`src/rtl/uart_tx_cfg_pkg.sv`:
```
// Shared types for the configurable UART transmitter: FSM state encoding and parity selector values.
package uart_tx_pkg;

    typedef enum logic [2:0] {
        IDLE,
        START,
        DATA,
        PARITY,
        STOP1,
        STOP2
    } state_e;

    localparam logic PAR_EVEN = 1'b0;
    localparam logic PAR_ODD  = 1'b1;

endpackage

```
`src/rtl/uart_tx_cfg_if.sv`:
```
// Word handshake, per-frame configuration and serial-side status of the UART transmitter.
// The master modport is the word producer; the slave modport is the transmitter itself.
interface uart_tx_cfg_if #(
    parameter int DATA_WIDTH  = 8,
    parameter int PRESC_WIDTH = 16
);
    logic [DATA_WIDTH-1:0]         P_DATA;
    logic                          DATA_VALID;
    logic                          DATA_READY;
    logic [$clog2(DATA_WIDTH)-1:0] DATA_LEN;
    logic                          PAR_EN;
    logic                          PAR_TYP;
    logic                          STOP2;
    logic [PRESC_WIDTH-1:0]        PRESCALE;
    logic                          TX_OUT;
    logic                          BUSY;
    logic                          TX_DONE;

    modport master (
        output P_DATA, DATA_VALID, DATA_LEN, PAR_EN, PAR_TYP, STOP2, PRESCALE,
        input  DATA_READY, TX_OUT, BUSY, TX_DONE
    );

    modport slave (
        input  P_DATA, DATA_VALID, DATA_LEN, PAR_EN, PAR_TYP, STOP2, PRESCALE,
        output DATA_READY, TX_OUT, BUSY, TX_DONE
    );
endinterface

```
`src/rtl/uart_tx_cfg_fifo.sv`:
```
// Synchronous power-of-two FIFO with full/empty flags, used as the optional input buffer.
// A push is refused while full, even if a pop happens in the same cycle.
module uart_tx_fifo #(
    parameter int WIDTH = 8,
    parameter int DEPTH = 4
) (
    input  logic             clk_i,
    input  logic             rst_i,
    input  logic             push_i,
    input  logic [WIDTH-1:0] din_i,
    input  logic             pop_i,
    output logic [WIDTH-1:0] dout_o,
    output logic             full_o,
    output logic             empty_o
);
    localparam int AW = $clog2(DEPTH);

    logic [WIDTH-1:0] mem_q [DEPTH];
    logic [AW:0]      wptr_q, wptr_d;
    logic [AW:0]      rptr_q, rptr_d;
    logic             doPush, doPop;

    // Pointers carry one extra wrap bit so full and empty are distinguishable.
    assign full_o  = (wptr_q[AW] != rptr_q[AW]) && (wptr_q[AW-1:0] == rptr_q[AW-1:0]);
    assign empty_o = (wptr_q == rptr_q);
    assign dout_o  = mem_q[rptr_q[AW-1:0]];

    assign doPush = push_i && !full_o;
    assign doPop  = pop_i && !empty_o;

    always_comb begin
        wptr_d = wptr_q;
        rptr_d = rptr_q;
        if (doPush) wptr_d = wptr_q + (AW+1)'(1);
        if (doPop)  rptr_d = rptr_q + (AW+1)'(1);
    end

    always_ff @(posedge clk_i) begin
        if (rst_i) begin
            wptr_q <= '0;
            rptr_q <= '0;
        end else begin
            wptr_q <= wptr_d;
            rptr_q <= rptr_d;
        end
    end

    always_ff @(posedge clk_i) begin
        if (doPush) mem_q[wptr_q[AW-1:0]] <= din_i;
    end
endmodule

```
`src/rtl/uart_tx_cfg.sv`:
```
// Runtime-configurable UART transmitter with internal baud prescaler.
// Defining UART_TX_FIFO_EN places a FIFO_DEPTH-entry input FIFO in front of the FSM.
module uart_tx_cfg
    import uart_tx_pkg::*;
#(
    parameter int DATA_WIDTH  = 8,
    parameter int PRESC_WIDTH = 16,
    parameter int FIFO_DEPTH  = 4
) (
    input logic          CLK,
    input logic          RST,
    uart_tx_cfg_if.slave bus
);
    localparam int LEN_W = $clog2(DATA_WIDTH);

    state_e                 state_q, state_d;
    logic [PRESC_WIDTH-1:0] baud_q, baud_d;
    logic [PRESC_WIDTH-1:0] presc_q, presc_d;
    logic [LEN_W-1:0]       bitCnt_q, bitCnt_d;
    logic [LEN_W-1:0]       len_q, len_d;
    logic [DATA_WIDTH-1:0]  shift_q, shift_d;
    logic                   parEn_q, parEn_d;
    logic                   parBit_q, parBit_d;
    logic                   stop2_q, stop2_d;
    logic                   tx_q, tx_d;

    logic                   finalStop, lastStop, canLoad, load;
    logic                   srcValid;
    logic [DATA_WIDTH-1:0]  srcData;
    logic [PRESC_WIDTH-1:0] prescNew;
    logic                   parNew;

    assign finalStop = (state_q == STOP2) || ((state_q == STOP1) && !stop2_q);
    assign lastStop  = finalStop && (baud_q == '0);
    assign canLoad   = (state_q == IDLE) || lastStop;
    assign load      = canLoad && srcValid && !RST;

`ifdef UART_TX_FIFO_EN
    logic fifoFull, fifoEmpty;

    uart_tx_fifo #(
        .WIDTH (DATA_WIDTH),
        .DEPTH (FIFO_DEPTH)
    ) uFifo (
        .clk_i   (CLK),
        .rst_i   (RST),
        .push_i  (bus.DATA_VALID && bus.DATA_READY),
        .din_i   (bus.P_DATA),
        .pop_i   (load),
        .dout_o  (srcData),
        .full_o  (fifoFull),
        .empty_o (fifoEmpty)
    );

    assign srcValid       = !fifoEmpty;
    assign bus.DATA_READY = !fifoFull && !RST;
`else
    assign srcValid       = bus.DATA_VALID;
    assign srcData        = bus.P_DATA;
    assign bus.DATA_READY = canLoad && !RST;
`endif

    // PRESCALE of 0 or 1 both give one cycle per bit, so the reload value saturates at 0.
    assign prescNew = (bus.PRESCALE > PRESC_WIDTH'(1)) ? (bus.PRESCALE - PRESC_WIDTH'(1)) : '0;

    always_comb begin
        parNew = (bus.PAR_TYP == PAR_ODD);
        for (int i = 0; i < DATA_WIDTH; i++) begin
            if (i <= int'(bus.DATA_LEN)) parNew = parNew ^ srcData[i];
        end
    end

    always_comb begin
        state_d  = state_q;
        baud_d   = baud_q;
        presc_d  = presc_q;
        bitCnt_d = bitCnt_q;
        len_d    = len_q;
        shift_d  = shift_q;
        parEn_d  = parEn_q;
        parBit_d = parBit_q;
        stop2_d  = stop2_q;
        tx_d     = 1'b1;

        case (state_q)
            IDLE: baud_d = '0;
            START: begin
                if (baud_q == '0) begin
                    state_d  = DATA;
                    baud_d   = presc_q;
                    bitCnt_d = '0;
                end else begin
                    baud_d = baud_q - PRESC_WIDTH'(1);
                end
            end
            DATA: begin
                if (baud_q == '0) begin
                    baud_d = presc_q;
                    if (bitCnt_q == len_q) begin
                        state_d = parEn_q ? PARITY : STOP1;
                    end else begin
                        bitCnt_d = bitCnt_q + LEN_W'(1);
                        shift_d  = shift_q >> 1;
                    end
                end else begin
                    baud_d = baud_q - PRESC_WIDTH'(1);
                end
            end
            PARITY: begin
                if (baud_q == '0) begin
                    state_d = STOP1;
                    baud_d  = presc_q;
                end else begin
                    baud_d = baud_q - PRESC_WIDTH'(1);
                end
            end
            STOP1: begin
                if (baud_q == '0) begin
                    state_d = stop2_q ? STOP2 : IDLE;
                    baud_d  = stop2_q ? presc_q : '0;
                end else begin
                    baud_d = baud_q - PRESC_WIDTH'(1);
                end
            end
            STOP2: begin
                if (baud_q == '0) begin
                    state_d = IDLE;
                    baud_d  = '0;
                end else begin
                    baud_d = baud_q - PRESC_WIDTH'(1);
                end
            end
            default: state_d = IDLE;
        endcase

        // A load overrides the idle/frame-end decision so frames can run back-to-back.
        if (load) begin
            state_d  = START;
            baud_d   = prescNew;
            presc_d  = prescNew;
            bitCnt_d = '0;
            len_d    = bus.DATA_LEN;
            shift_d  = srcData;
            parEn_d  = bus.PAR_EN;
            parBit_d = parNew;
            stop2_d  = bus.STOP2;
        end

        case (state_d)
            START:   tx_d = 1'b0;
            DATA:    tx_d = shift_d[0];
            PARITY:  tx_d = parBit_d;
            default: tx_d = 1'b1;
        endcase
    end

    always_ff @(posedge CLK) begin
        if (RST) begin
            state_q  <= IDLE;
            baud_q   <= '0;
            presc_q  <= '0;
            bitCnt_q <= '0;
            len_q    <= '0;
            shift_q  <= '0;
            parEn_q  <= 1'b0;
            parBit_q <= 1'b0;
            stop2_q  <= 1'b0;
            tx_q     <= 1'b1;
        end else begin
            state_q  <= state_d;
            baud_q   <= baud_d;
            presc_q  <= presc_d;
            bitCnt_q <= bitCnt_d;
            len_q    <= len_d;
            shift_q  <= shift_d;
            parEn_q  <= parEn_d;
            parBit_q <= parBit_d;
            stop2_q  <= stop2_d;
            tx_q     <= tx_d;
        end
    end

    assign bus.TX_OUT  = tx_q;
    assign bus.BUSY    = (state_q != IDLE);
    assign bus.TX_DONE = lastStop;
endmodule

```
`src/flat_wrapper.sv`:
```
// flat-port wrapper written by rule: the top's interface ports become plain ports
module uart_tx_cfg_flat import uart_tx_pkg::*;
#(
    parameter int DATA_WIDTH  = 8,
    parameter int PRESC_WIDTH = 16,
    parameter int FIFO_DEPTH  = 4
)
  (CLK, RST, bus_P_DATA, bus_DATA_VALID, bus_DATA_LEN, bus_PAR_EN, bus_PAR_TYP, bus_STOP2, bus_PRESCALE, bus_DATA_READY, bus_TX_OUT, bus_BUSY, bus_TX_DONE);
  uart_tx_cfg_if #(.DATA_WIDTH(DATA_WIDTH), .PRESC_WIDTH(PRESC_WIDTH)) bus_i ();
  input logic CLK;
  input logic RST;
  input wire logic [$bits(bus_i.P_DATA)-1:0] bus_P_DATA;
  input wire logic [$bits(bus_i.DATA_VALID)-1:0] bus_DATA_VALID;
  input wire logic [$bits(bus_i.DATA_LEN)-1:0] bus_DATA_LEN;
  input wire logic [$bits(bus_i.PAR_EN)-1:0] bus_PAR_EN;
  input wire logic [$bits(bus_i.PAR_TYP)-1:0] bus_PAR_TYP;
  input wire logic [$bits(bus_i.STOP2)-1:0] bus_STOP2;
  input wire logic [$bits(bus_i.PRESCALE)-1:0] bus_PRESCALE;
  output wire logic [$bits(bus_i.DATA_READY)-1:0] bus_DATA_READY;
  output wire logic [$bits(bus_i.TX_OUT)-1:0] bus_TX_OUT;
  output wire logic [$bits(bus_i.BUSY)-1:0] bus_BUSY;
  output wire logic [$bits(bus_i.TX_DONE)-1:0] bus_TX_DONE;
  assign bus_i.P_DATA = bus_P_DATA;
  assign bus_i.DATA_VALID = bus_DATA_VALID;
  assign bus_i.DATA_LEN = bus_DATA_LEN;
  assign bus_i.PAR_EN = bus_PAR_EN;
  assign bus_i.PAR_TYP = bus_PAR_TYP;
  assign bus_i.STOP2 = bus_STOP2;
  assign bus_i.PRESCALE = bus_PRESCALE;
  assign bus_DATA_READY = bus_i.DATA_READY;
  assign bus_TX_OUT = bus_i.TX_OUT;
  assign bus_BUSY = bus_i.BUSY;
  assign bus_TX_DONE = bus_i.TX_DONE;
  uart_tx_cfg #(.DATA_WIDTH(DATA_WIDTH), .PRESC_WIDTH(PRESC_WIDTH), .FIFO_DEPTH(FIFO_DEPTH)) u_core (.CLK(CLK), .RST(RST), .bus(bus_i));
endmodule
```
`config.mk`:
```
export PLATFORM = sky130hd
export DESIGN_NAME = uart_tx_cfg_flat
export DESIGN_NICKNAME = d
export VERILOG_FILES = /design/src/rtl/uart_tx_cfg_pkg.sv /design/src/rtl/uart_tx_cfg_if.sv /design/src/rtl/uart_tx_cfg_fifo.sv /design/src/rtl/uart_tx_cfg.sv /design/src/flat_wrapper.sv
export SDC_FILE = /design/constraint.sdc
export NUM_CORES = 1
export LEC_CHECK = 0
export BUFFER_PORTS_ARGS = -buffer_cell sky130_fd_sc_hd__buf_2
export CAP_MARGIN = 10
export CELL_PAD_IN_SITES_DETAIL_PLACEMENT = 1
export CELL_PAD_IN_SITES_GLOBAL_PLACEMENT = 2
export CORE_ASPECT_RATIO = 1.4
export CORE_MARGIN = 1.5
export CORE_UTILIZATION = 31
export DETAILED_ROUTE_END_ITERATION = 10
export PLACE_DENSITY = 0.72
export SYNTH_ARGS = -nofsm -noshare
export SYNTH_HDL_FRONTEND = slang
export SYNTH_SLANG_ARGS = --single-unit
export TNS_END_PERCENT = 1
```
`constraint.sdc`:
```
create_clock -name CLK -period 2.1 [get_ports CLK]
set_clock_uncertainty 0.1 [all_clocks]
set_input_delay 0 -clock CLK [delete_from_list [all_inputs] [get_ports CLK]]
set_output_delay 0 -clock CLK [all_outputs]
set_load 0.02 [all_outputs]
```
# Yosys cells after proc, flatten, opt, wreduce, memory -nomap -nowiden
# Index checks and enable logic that the tools add are counted.
# op_classes
add_sub_neg	3
n_lt_le_gt_ge	8
n_eq_ne	13
muxes	34
n_bitwise	8
reduce_logical	20
# ops
operator	count
two-way mux 16 bit	6
case mux 16 bit (4 select lines)	1
two-way mux 3 bit	12
two-way mux 8 bit	4
subtractor 16 x 1 -> 16 bit (second input constant)	2
case mux 3 bit (6 select lines)	1
> comparator 16 x 1 -> 1 bit (second input constant)	1
logical NOT 16 bit	1
equality test 3 x 2 -> 1 bit (second input constant)	4
<= comparator 3 bit (first input constant)	4
two-way mux 1 bit	8
bitwise XOR 1 bit	8
equality test 3 x 1 -> 1 bit (second input constant)	2
equality test 3 bit (second input constant)	2
<= comparator 2 x 3 -> 1 bit (first input constant)	2
inequality test 2 x 1 -> 1 bit (second input constant)	3
case mux 3 bit (2 select lines)	1
nonzero test 2 bit	3
logical AND 1 bit	5
nonzero test 5 bit	1
AND reduction 4 bit	1
adder 3 x 1 -> 3 bit (second input constant)	1
equality test 3 bit	1
<= comparator 1 x 3 -> 1 bit (first input constant)	1
other kinds (9)	11
# word_totals
reg_bits	53
input_bits	33
out_inout_bits	4
wordCells	97

# Longest topological paths before layout
# logic_depth
ltp_word	17
mapped_depth	9
mapped_depth_nobuf	8

# Worst setup path after synthesis
# OpenSTA, ideal clock, no wires.
# synth_path
path_type	reg-to-reg
startpoint	register u_core.baud_q[0]
endpoint	register u_core.tx_q (netlist: u_core.bus.TX_OUT)
setup_ns	0.131
arrival_ns	2.030
required_ns	1.869
setup_slack_ns	-0.161
stages_incl_launch_ff	10
n_path_buf	1
synth_period_minus_slack_ns	2.261
cell_sequence	dfxtp_1 -> inv_1 -> ha_1 -> clkbuf_1 -> nor4b_1 -> nand4_2 -> or3b_1 -> a21o_1 -> nand3b_1 -> o211ai_1
# synth_between
elab_chain_cells	8
word_cells_on_any_way	20
classes_between	eq/ne: 3; mux: 12; reduce/logical: 5
# synth_rtl
item	line	source
from (decl)	uart_tx_cfg.sv:17	logic [PRESC_WIDTH-1:0] baud_q, baud_d;
from (signal assigned)	uart_tx_cfg.sv:171	baud_q <= baud_d;
logical NOT 16 bit *	n/a	
parallel branches: the longest is 6 deep, another holds case mux 3 bit (6 select lines)	n/a	
case mux 1 bit (3 select lines) *	uart_tx_cfg.sv:149	case (state_d)
to (signal assigned)	uart_tx_cfg.sv:179	tx_q <= tx_d;
to (decl)	uart_tx_cfg.sv:25	logic tx_q, tx_d;
# Every way passes the cells marked *. The select of a mux whose other input is x is not followed.
# A chain may end at the register's enable or synchronous reset.

# Final worst setup path
# layout_path
startpoint	register u_core.baud_q[14]
endpoint	register u_core.baud_q[15]
# layout_between
elab_chain_cells	6
word_cells_on_any_way	12
classes_between	add/sub: 1; mux: 5; reduce/logical: 6
# layout_rtl
item
parallel branches: the longest is 6 deep, another holds subtractor 16 x 1 -> 16 bit
# Several ways; the timed one is not identified.

==> summary.md <==
| Metric | Value |
|---|---|
| Synth area leaders | `dfxtp_1 (33%), nand2_1 (8.7%), xnor2_1 (4.9%), nor2_1 (4.3%), a21oi_1 (3.8%)` |
| Synth Register Bits | `53` |
| EDFF count, synth | `0` |
| Setup crit start kind | `flop` |
| Pwr dens | `1730 mW/mm2` |
| H-tree levels | `2` |
| Hpwl dp | `8740 um` |
| Worst R2R Start | `u_core.baud_q[14]` |
| Chip Height | `123 um` |
| Flop-to-flop setup slack | `-0.03 ns` |
| Largest net degree at the start of global routing | `35` |
| Final period utilization | `1.01` |
| Die Wd | `88.8 um` |
| Register area | `0.00106 mm2` |
| Mapped Cells | `419` |
| CP arrival | `2.27 ns` |
| Cell with the most instances after synthesis | `nand2_1` |
| Gpl congestion | `0.878` |
| DRC viols | `0` |
| Cell type with the largest total area after synthesis | `dfxtp_1` |
| Leakage | `2.00 nW` |
| Worst setup margin | `-0.0298 ns` |
| FP Rows | `43` |
| Yosys cell types | `64` |
| CP max stage delay | `0.34 ns` |
| Mapped Area | `0.00320 mm2` |
| Slowest-stage cell, CP | `dfxtp_2` |
| Crit path buffers/inverters | `4` |
| Critical path data required time | `2.24 ns` |
| Top delay family on crit path | `buffers and inverters` |
| Grt total ovfl | `0` |
| Mean post-synth cell area | `7.63 um2` |
| Main synth FF type | `dfxtp_1` |
| Max cap viols | `0` |
| Reg clk slew, reported paths | `0.08 ns` |
| NumNets Final | `586` |
| Initial core utilization | `0.321` |
| Least-Margin Pin Slew | `0.418 ns` |
| Clk buf depth | `2` |
| Layout cells sized above 1 | `0.310` |
| Die ar. | `0.0109 mm2` |
| Clock Latency Late Sink | `0.30 ns` |
| Port buffer count | `36` |
| Initial antenna violation count | `0` |
| Initial DRC count | `109` |
| Sequential area share after synthesis | `0.332` |
| Core area | `0.00995 mm2` |
| DR vias | `3,589` |
| Failing checks | `setup timing` |
| Warnings, synthesis | `0` |
| Slew HR | `0.721` |
| Final setup viols | `6` |
| Critical Path Sink Type | `flop` |
| Top cells by count, synth | `nand2_1 (74), dfxtp_1 (53), nor2_1 (37)` |
| Outcome | `finished with violations` |
| Hold wc startpoint | `bus_PRESCALE[5]` |
| GRT Total Usage | `0.225` |
| Clock Sinks | `53` |
| Via density | `5.25` |
| Crit path time final | `2.13 ns` |
| Num CTS Buffers | `5` |
| Crit Path Category | `reg -> reg` |
| Area of the multi-input gates | `0.00219 mm2` |
| # diodes | `0` |
| Syn-to-layout area delta | `47.2%` |
| Syn nets | `456` |
| Worst VDD drop | `577 uV` |
| CP Cell Sequence | `buf_4 -> nor3_4 -> buf_6 -> nand2_2 -> buf_4 -> nor3_4 -> buf_6 -> nand3_2 -> o2111ai_2 -> o221a_1` |
| First-pass GRT wire length | `18,700 um` |
| CP Max Fanout | `8` |
| Total iterations of the first detailed-routing run | `4` |
| Placed cell count | `654` |
| Reg2Reg Capture Point | `u_core.baud_q[15]` |
| RSZ-0062 raised after global routing | `yes` |
| Asr flop ratio synth | `0` |
| Reg2Reg Depth | `10` |
| Highest Clock Rate | `470 MHz` |
| Routed wire length | `11,700 um` |
| Slew Limit Fails | `0` |
| Filler instances | `1,227` |
| DRT antenna net count | `0` |
| Hold Path Depth | `4` |
| CTS tree | `yes` |
| Hold Path End | `u_core.baud_q[5]` |
| Root Buffer | `clkbuf_16` |
| Avg WL per Cell | `17.1 um` |
| Post-synth top area share | `0.332` |
| Post-Layout Cell Count | `684` |
| IO Count | `37` |
| Endpoints failing hold | `0` |
| Tightest Hold Check Type | `in -> reg` |
| Vias in the first global route | `3,937` |
| Final Total Pwr | `0.00815 W` |
## timing repair
action                                 CTS  global route
gates resized for setup                 23            22
buffers inserted                         4             0
pin swaps                                7             8
gates cloned                             1             0
endpoints found under the hold margin   17             0
setup endpoints to repair               51            33
hold buffers                            18             0
## kinds of logic after synthesis
group / synth area share
compound gates: 0.203
xor+xnor: 0.0795
fa+ha+maj: 0.0157
buf+inv: 0.0399
flops: 0.332
mux: 0.0164
simple gates: 0.314
## worst register-to-register path: cells and delay by family (launching register included)
| family | cells | cell delay (ns) |
|---|---|---|
| buffers and inverters | 4 | 0.64 |
| flip-flops | 1 | 0.34 |
| AND/OR/NAND/NOR | 4 | 0.64 |
| AO/OA/AOI/OAI | 2 | 0.34 |
## flip-flops by register name, indices dropped and copies added, names as in the netlist, 3 cells and up
signal / flops
u_core.baud_q: 16
u_core.presc_q: 16
u_core.state_q: 3
u_core.len_q: 3
u_core.shift_q: 8
u_core.bitCnt_q: 3
## cells in the final DEF (no fill, tap or decap), types with 6 or more instances in the layout
master          n
buf_4          84
nand2_1        73
dfxtp_1        50
nor2_1         35
buf_2          35
a21oi_1        23
xnor2_1        18
dlygate4sd3_1  18
nand3_1        15
inv_1          11
o21ai_1        11
xor2_1         11
a31oi_1        10
nor3_1          9
a311oi_1        7
or3_1           7
nand4_1         6
and3_1          6
## layer usage
layer,global-route usage,part of all wire,vias to the layer above
met2,0.466,0.58,63
met5,0,0,-
met4,0.0928,0.028,0
li1,-,-,1753
met3,0.0220,0.018,21
met1,0.215,0.38,1752
## how the worst max path moves through the flow
| stage | from | end | slack, ns | cells after the start |
|---|---|---|---|---|
| 6_report | u_core.baud_q[14] | u_core.baud_q[15] | -0.03 | 10 |
| 2_1_floorplan | u_core.baud_q[2] | u_core.baud_q[13] | -0.05 | 6 |
| 5_1_grt | u_core.baud_q[5] | u_core.baud_q[11] | -0.13 | 8 |
| 3_3_place_gp | bus_PRESCALE[10] | u_core.baud_q[14] | -0.11 | 9 |
| 4_1_cts | u_core.baud_q[5] | bus_DATA_READY | 0.004 | 9 |
| 3_5_place_dp | u_core.baud_q[2] | u_core.baud_q[14] | -0.13 | 7 |
## layout make-up
type                       count  area share
inverter                      11     0.00878
multi-input combinational    334       0.465
clock buffer                   5      0.0266
timing repair buffer         144       0.230
sequential                    53       0.226
clock inverter                 2     0.00745
tap                          135      0.0359
## per-stage QoR
stage                     cell area [um2]  worst slack [ns]  hold WS [ns]   util  TNS (ns)
after floorplan                      3210           -0.0490        0.0475      -    -0.370
after global placement               4140            -0.112         0.154  0.415     -1.01
after detailed placement             4140            -0.127         0.169  0.415     -3.48
after CTS                            4610           0.00382        0.0285  0.463         0
after global routing                 4700            -0.134        0.0534  0.473     -1.22
final                                4700           -0.0298        0.0214  0.473    -0.105
## where the power goes
group	total [W]	leakage (nW)	internal (W)	switching, W
clock	0.000931	0.0797	0.000554	0.000377
combinational	0.00572	1.48	0.00281	0.00291
sequential	0.00149	0.435	0.00129	0.000209
total	0.00815	2.00	0.00466	0.00349
(Power assumes the default switching activity.)
